<file path="src/rtl/mult16u_dot_accum.sv">
// Dot-product accumulator: sums unsigned product beats of a vector with saturation,
// counts the beats and presents one registered result per vector.
module mult16u_dot_accum #(
   parameter int PROD_W = 32,
   parameter int ACC_W  = 40
) (
   input  logic              clk,
   input  logic              rst_n,
   input  logic [PROD_W-1:0] in_product,
   input  logic              in_valid,
   input  logic              in_last,
   output logic              in_ready,
   output logic [ACC_W-1:0]  out_sum,
   output logic [15:0]       out_count,
   output logic              out_ovf,
   output logic              out_valid,
   input  logic              out_ready,
   output logic [1:0]        dbg_state
);

   generate
      if (ACC_W < PROD_W) begin : g_bad_width
         $error("mult16u_dot_accum: ACC_W must be >= PROD_W");
      end
   endgenerate

   // Handshakes: a beat moves when in_valid && in_ready, a result moves when
   // out_valid && out_ready; both ready/valid outputs are registered and never
   // depend on the same-cycle partner signal.
   typedef enum logic [1:0] {
      S_IDLE  = 2'd0,
      S_ACCUM = 2'd1,
      S_HOLD  = 2'd2
   } state_t;

   state_t             state_q;
   logic [ACC_W-1:0]   acc_q;
   logic [15:0]        cnt_q;
   logic               ovf_q;
   logic               in_ready_q;
   logic [ACC_W-1:0]   out_sum_q;
   logic [15:0]        out_count_q;
   logic               out_ovf_q;
   logic               out_valid_q;

   logic               xfer;
   logic               first_beat;
   logic [ACC_W-1:0]   prod_ext;
   logic [ACC_W-1:0]   acc_base;
   logic [ACC_W:0]     sum_wide;
   logic               sat;
   logic [ACC_W-1:0]   acc_d;
   logic [15:0]        cnt_d;
   logic               ovf_d;

   assign xfer       = in_valid & in_ready_q;
   assign first_beat = (state_q != S_ACCUM);
   assign prod_ext   = ACC_W'(in_product);

   // The first beat of a vector starts from zero, so nothing leaks between vectors.
   always_comb begin
      acc_base = first_beat ? '0 : acc_q;
      sum_wide = {1'b0, acc_base} + {1'b0, prod_ext};
      sat      = sum_wide[ACC_W];
      acc_d    = sat ? '1 : sum_wide[ACC_W-1:0];
      ovf_d    = (first_beat ? 1'b0 : ovf_q) | sat;
      if (first_beat)
         cnt_d = 16'd1;
      else if (cnt_q == 16'hFFFF)
         cnt_d = cnt_q;
      else
         cnt_d = cnt_q + 16'd1;
   end

   always_ff @(posedge clk) begin
      if (!rst_n) begin
         state_q     <= S_IDLE;
         acc_q       <= '0;
         cnt_q       <= '0;
         ovf_q       <= 1'b0;
         in_ready_q  <= 1'b1;
         out_sum_q   <= '0;
         out_count_q <= '0;
         out_ovf_q   <= 1'b0;
         out_valid_q <= 1'b0;
      end else begin
         case (state_q)
            S_IDLE, S_ACCUM: begin
               if (xfer) begin
                  if (in_last) begin
                     out_sum_q   <= acc_d;
                     out_count_q <= cnt_d;
                     out_ovf_q   <= ovf_d;
                     out_valid_q <= 1'b1;
                     in_ready_q  <= 1'b0;
                     acc_q       <= '0;
                     cnt_q       <= '0;
                     ovf_q       <= 1'b0;
                     state_q     <= S_HOLD;
                  end else begin
                     acc_q   <= acc_d;
                     cnt_q   <= cnt_d;
                     ovf_q   <= ovf_d;
                     state_q <= S_ACCUM;
                  end
               end
            end
            S_HOLD: begin
               if (out_ready) begin
                  out_valid_q <= 1'b0;
                  in_ready_q  <= 1'b1;
                  state_q     <= S_IDLE;
               end
            end
            default: begin
               out_valid_q <= 1'b0;
               in_ready_q  <= 1'b1;
               state_q     <= S_IDLE;
            end
         endcase
      end
   end

   assign in_ready  = in_ready_q;
   assign out_sum   = out_sum_q;
   assign out_count = out_count_q;
   assign out_ovf   = out_ovf_q;
   assign out_valid = out_valid_q;
   assign dbg_state = state_q;

endmodule

</file>
<file path="config.mk">
export PLATFORM = sky130hd
export DESIGN_NAME = mult16u_dot_accum
export DESIGN_NICKNAME = d
export VERILOG_FILES = /design/src/rtl/mult16u_dot_accum.sv
export SDC_FILE = /design/constraint.sdc
export NUM_CORES = 1
export LEC_CHECK = 0
export ABC_AREA = 1
export BUFFER_PORTS_ARGS = -buffer_cell sky130_fd_sc_hd__buf_4
export CAP_MARGIN = 20
export CELL_PAD_IN_SITES_DETAIL_PLACEMENT = 1
export CELL_PAD_IN_SITES_GLOBAL_PLACEMENT = 1
export CORE_MARGIN = 2
export CORE_UTILIZATION = 41
export CTS_BUF_LIST = sky130_fd_sc_hd__clkbuf_16
export DETAILED_ROUTE_END_ITERATION = 16
export HOLD_SLACK_MARGIN = 0.03
export PLACE_DENSITY = 0.83
export SETUP_SLACK_MARGIN = 0.1
export SLEW_MARGIN = 20
export SYNTH_ARGS = -nofsm -noshare
export SYNTH_HDL_FRONTEND = slang
export SYNTH_SLANG_ARGS = --single-unit
</file>
<file path="constraint.sdc">
create_clock -name clk -period 4 [get_ports clk]
set_clock_uncertainty 0.05 [all_clocks]
set_input_delay 0.4 -clock clk [delete_from_list [all_inputs] [get_ports clk]]
set_output_delay 0.4 -clock clk [all_outputs]
set_load 0.1 [all_outputs]
</file>
**Word-level counts from Yosys, hierarchy flattened**

Cells that the tools add are included.

- Output and inout bits: 61
- Flip-flop bits (word level): 118
- Word-level logic and storage cells: 46

- Muxes and demuxes: 20
- Reductions and logical operators: 6
- Add/sub/neg operators: 2
- Bitwise operators: 2
- Equal/unequal tests: 7

Operators by type and width:

| cell | count |
|---|---|
| 2-to-1 mux 40 bit | 3 |
| 2-to-1 mux 16 bit | 3 |
| adder 40 x 32 -> 41 bit | 1 |
| adder 16 x 1 -> 16 bit (second input constant) | 1 |
| equality test 16 bit (second input constant) | 1 |
| 2-to-1 mux 1 bit | 8 |
| 2-to-1 mux 2 bit | 3 |
| inequality test 2 bit (second input constant) | 3 |
| AND reduction 3 bit | 2 |
| case mux 1 bit (2 select lines) | 2 |
| case mux 2 bit (2 select lines) | 1 |
| AND reduction 2 bit | 2 |
| equality test 2 x 1 -> 1 bit (second input constant) | 1 |
| equality test 2 bit (second input constant) | 1 |
| logical NOT 2 bit | 1 |
| inequality test 2 x 1 -> 1 bit (second input constant) | 1 |
| OR reduction 2 bit | 1 |
| AND 1 bit | 1 |
| bitwise OR 1 bit | 1 |

**Longest topological paths before layout**

- Depth in word-level cells: 5
- Mapped depth: 22

**Worst setup path after synthesis**

Ideal clock, no wire load.

- Path kind: reg-to-reg
- From: register state_q[1] (netlist: dbg_state[1])
- To: register out_sum_q[1] (netlist: out_sum[1])
- Data arrival time: 3.855 ns
- Setup time: 0.115 ns
- Clock period less this slack: 4.021 ns
- Stages on the path, launching flop included: 22
- Data required time: 3.835 ns
- Slack: -0.021 ns
- Buffers on the path: 4
- Cell sequence: dfxtp_1 inv_2 nand2_2 clkbuf_1 clkbuf_1 nor2_1 ha_1 fa_1 nand2_1 nand3_1 nand3_1 nand2_2 nand2_1 nand2_2 nand3_2 nand2_2 nand2_1 buf_6 buf_6 nand2_1 o21ai_0 inv_1

- Longest elaborated chain between the ends: 4

RTL lines:

| element | RTL line | source |
|---|---|---|
| from (decl) | 36 | `state_t state_q;` |
| from (signal assigned) | 77 | `state_q <= S_IDLE;` |
| from (signal assigned) | 99 | `state_q <= S_HOLD;` |
| from (signal assigned) | 104 | `state_q <= S_ACCUM;` |
| inequality test 2 x 1 -> 1 bit | 57 | `assign first_beat = (state_q != S_ACCUM);` |
| 2-to-1 mux 40 bit | 62 | `acc_base = first_beat ? '0 : acc_q;` |
| adder 40 x 32 -> 41 bit | 63 | `sum_wide = {1'b0, acc_base} + {1'b0, prod_ext};` |
| 2-to-1 mux 40 bit | 65 | `acc_d = sat ? '1 : sum_wide[ACC_W-1:0];` |
| to (signal assigned) | 82 | `out_sum_q <= '0;` |
| to (signal assigned) | 91 | `out_sum_q <= acc_d;` |
| to (decl) | 41 | `logic [ACC_W-1:0] out_sum_q;` |

Parallel ways exist; a longest one is shown, timed or not.
A chain may end at the register's enable or synchronous reset.

**Worst setup path after layout**

- From: register state_q[1] (netlist: dbg_state[1])
- To: register out_sum_q[7] (netlist: out_sum[7])

Same word-level chain as after synthesis.

==> metrics.cfg <==
[timing]
fin_hold_ws_ns=0.265
rsz0062_at_grt=false
finalMaxSlewViolations=0
fin_setup_tns_ns=0
hold_viol=0
max-slew-margin-rel_pct=33.4
tightest_slew_ns=1.00
timing.fmax_mhz=296
period_minus_slack_ns=3.38
fin_crit_sh_pct=84.6
setup_viol=0

[pwr]
p_int_mw=2.53
power_frac_seq_pct=31.5
power.density_nw_per_um2=441
power.switching_mw=1.74
p_leak_nw=4.91
p_comb_share_pct=31.5
clockPowerShare_pct=37.0
switching_share_pct=40.7
vdd_drop_max_mv=0.283

[hold_path]
min_path_cells=4
hp-class=in2reg

[synthesis]
syn-num-nets=1455
synth.distinct_cells=41
synth_top_family_by_area=simple AND/OR/NAND/NOR gates
synthXorXnorAreaFrac_pct=2.90
ys_seq_elements=118
synth_fa_ha_area_share_pct=5.32
seq_area_frac_synth_pct=29.0
synth.cell_area_um2=8140
yosys_warnings=0
postSynthCellCount=1384
avgSynthCellArea_um2=5.88
synthSimpleGateAreaFrac_pct=37.5
synth_mux_area_share_pct=0
synth-compound-area-share_pct=11.5

[drt]
routedWlPerCell_um=16.6
wl_met2_um=13700
top_layer=met4
drt_iter0_drc=608
drcViolationCount=0
vias=8794
vias_per_cell=5.05
antenna_left=0
met1_length_um=13600
drt-pass1-iter-count=5
wl_met3_um=1190
drt_wl_total_um=29000

[floorplan]
rows=51
dieWidth_um=145
die_area_um2=21000
io_pins=98
start_util_pct=41.8
coreArea_um2=19500
die_h_um=145

[flow_run]
cap_violations=0

[clock_network]
cts_tree=done
cts_sinks=118
cts_setup_buffers=0
holdBufCountCts=0
root_buffer=clkbuf_16
worstSkewPairLatency_ns=0.43
htreeDepth=4
clockBufferDepth=2
cts.repair.resized=0
clk_pin_slew_ns=0.06
numCtsBuffers=17

[cells_and_area]
final_cell_mix=nand2_1 (400), inv_1 (241), nor2_1 (205), dfxtp_1 (117), buf_4 (103)
final_cells=1741
layout_commonest_cell=nand2_1
fillers=2733
nets=1536
area_growth_syn_to_layout_pct=18.9
diodes=0
drive_gt1_share_pct=12.3

[run_status]
status=finished, final reports clean

[worst_setup_path]
end_kind=register
required_ns=4.27
cp.arrival_ns=3.65
startpoint_type=register
worstSetupPathType=reg2reg
rr_worst_depth=18
cp_max_fo=27

[grt]
grt_pass1_wl_um=46800
grt_max_degree=56
grt_pass1_vias=8851
grt-ovfl-total=0
grt_usage_pct=27.9
antenna_found_initial=0

[place]
gp_congestion=0.948
dp_hpwl_um=21500
io_buffer_count=97
placed_cells=1711

-- final timing paths --
kind	startpoint	to	slack (ns)
worst min register to register	acc_q[30]	acc_q[30]	0.42
worst max register to register	dbg_state[1]	out_sum[7]	0.62
worst max-delay path	dbg_state[1]	out_sum[7]	0.62
worst min-delay path	out_ready	dbg_state[1]	0.26
-- per-stage QoR --
stage | instance area [um2] | worst slack, ns | util, % | total power [mW]
6_report | 9690 | 0.616 | 49.8 | 4.27
5_1_grt | 9690 | 0.356 | 49.8 | 4.44
4_1_cts | 9680 | 0.668 | 49.8 | 4.29
3_5_place_dp | 9100 | 0.686 | 46.8 | 2.71
3_3_place_gp | 9100 | 0.816 | 46.8 | 2.69
2_1_floorplan | 8150 | 0.396 | - | 2.38
-- area by class of cell --
class                           instances  area (um2)  share of cell area, %
Tap cell                              265         332                   3.42
Timing Repair Buffer                  105         813                   8.40
Clock inverter                         13         159                   1.64
Clock buffer                           17         425                   4.39
Inverter                              246         925                   9.55
Multi-Input combinational cell        977        4670                   48.2
Sequential cell                       118        2360                   24.4
-- per-layer routing --
metal,GRT usage (%),vias up
met2,47.0,180
met5,0,-
met4,6.49,0
li1,-,4401
met3,4.65,40
met1,37.3,4173
-- cell usage after synthesis, drive strengths merged --
library cell,number,area (um2)
nand2,416,1610
inv,246,923
nor2,212,835
dfxtp,118,2360
a21oi,97,508
nand3,74,375
o21ai,71,355
ha,33,413
clkbuf,28,106
xor2,24,210
buf,15,91.3
nor3,11,65.1
or2,8,50.1
nand4,7,43.8
o21bai,4,30.0
nand3b,3,22.5
nor4,3,25.0
xnor2,3,26.3
and2,2,12.5
o21a,2,15.0
a211oi,1,7.51
a21o,1,7.51
and3,1,6.26
fa,1,20.0
nor3b,1,7.51
o211ai,1,7.51
o22ai,1,6.26
-- state kept, by name (all words and copies together) (netlist names) --
register	cells
dbg_state	2
out_valid	1
out_sum	40
acc_q	40
in_ready	1
out_count	16
cnt_q	16
ovf_q	1
out_ovf	1
-- worst max-delay path, cell delays in order, from the launching register on --
cell	delay (ns)
dfxtp_2	0.46
inv_2	0.09
nand2_2	0.32
buf_12	0.26
nor2_1	0.06
ha_1	0.33
nand2_1	0.22
inv_1	0.06
nand2_1	0.07
nand2_1	0.07
a21oi_1	0.16
nand2_2	0.12
nand3_2	0.10
nand2_2	0.06
nand2_1	0.09
buf_4	0.28
nand2_1	0.19
o21ai_0	0.21
inv_1	0.06
-- cells by family (layout without fill, tap and decap cells) --
family                   Yosys count  in the layout
buffers and inverters            289            381
XOR/XNOR                          27             27
flip-flops                       118            118
AND/OR/NAND/NOR                  738            738
AO/OA/AOI/OAI                    178            178
adder cells (fa/ha/maj)           34             34
-- power by group through the flow --
stage / combinational (mW) / clock (mW) / sequential, mW
floorplan: 0.413 / 0 / 1.96
global placement: 1.32 / 0 / 1.37
detailed placement: 1.34 / 0 / 1.37
CTS: 1.35 / 1.59 / 1.35
global route: 1.43 / 1.65 / 1.36
finish: 1.35 / 1.58 / 1.35
No activity file was read; power rests on OpenSTA's default activity.
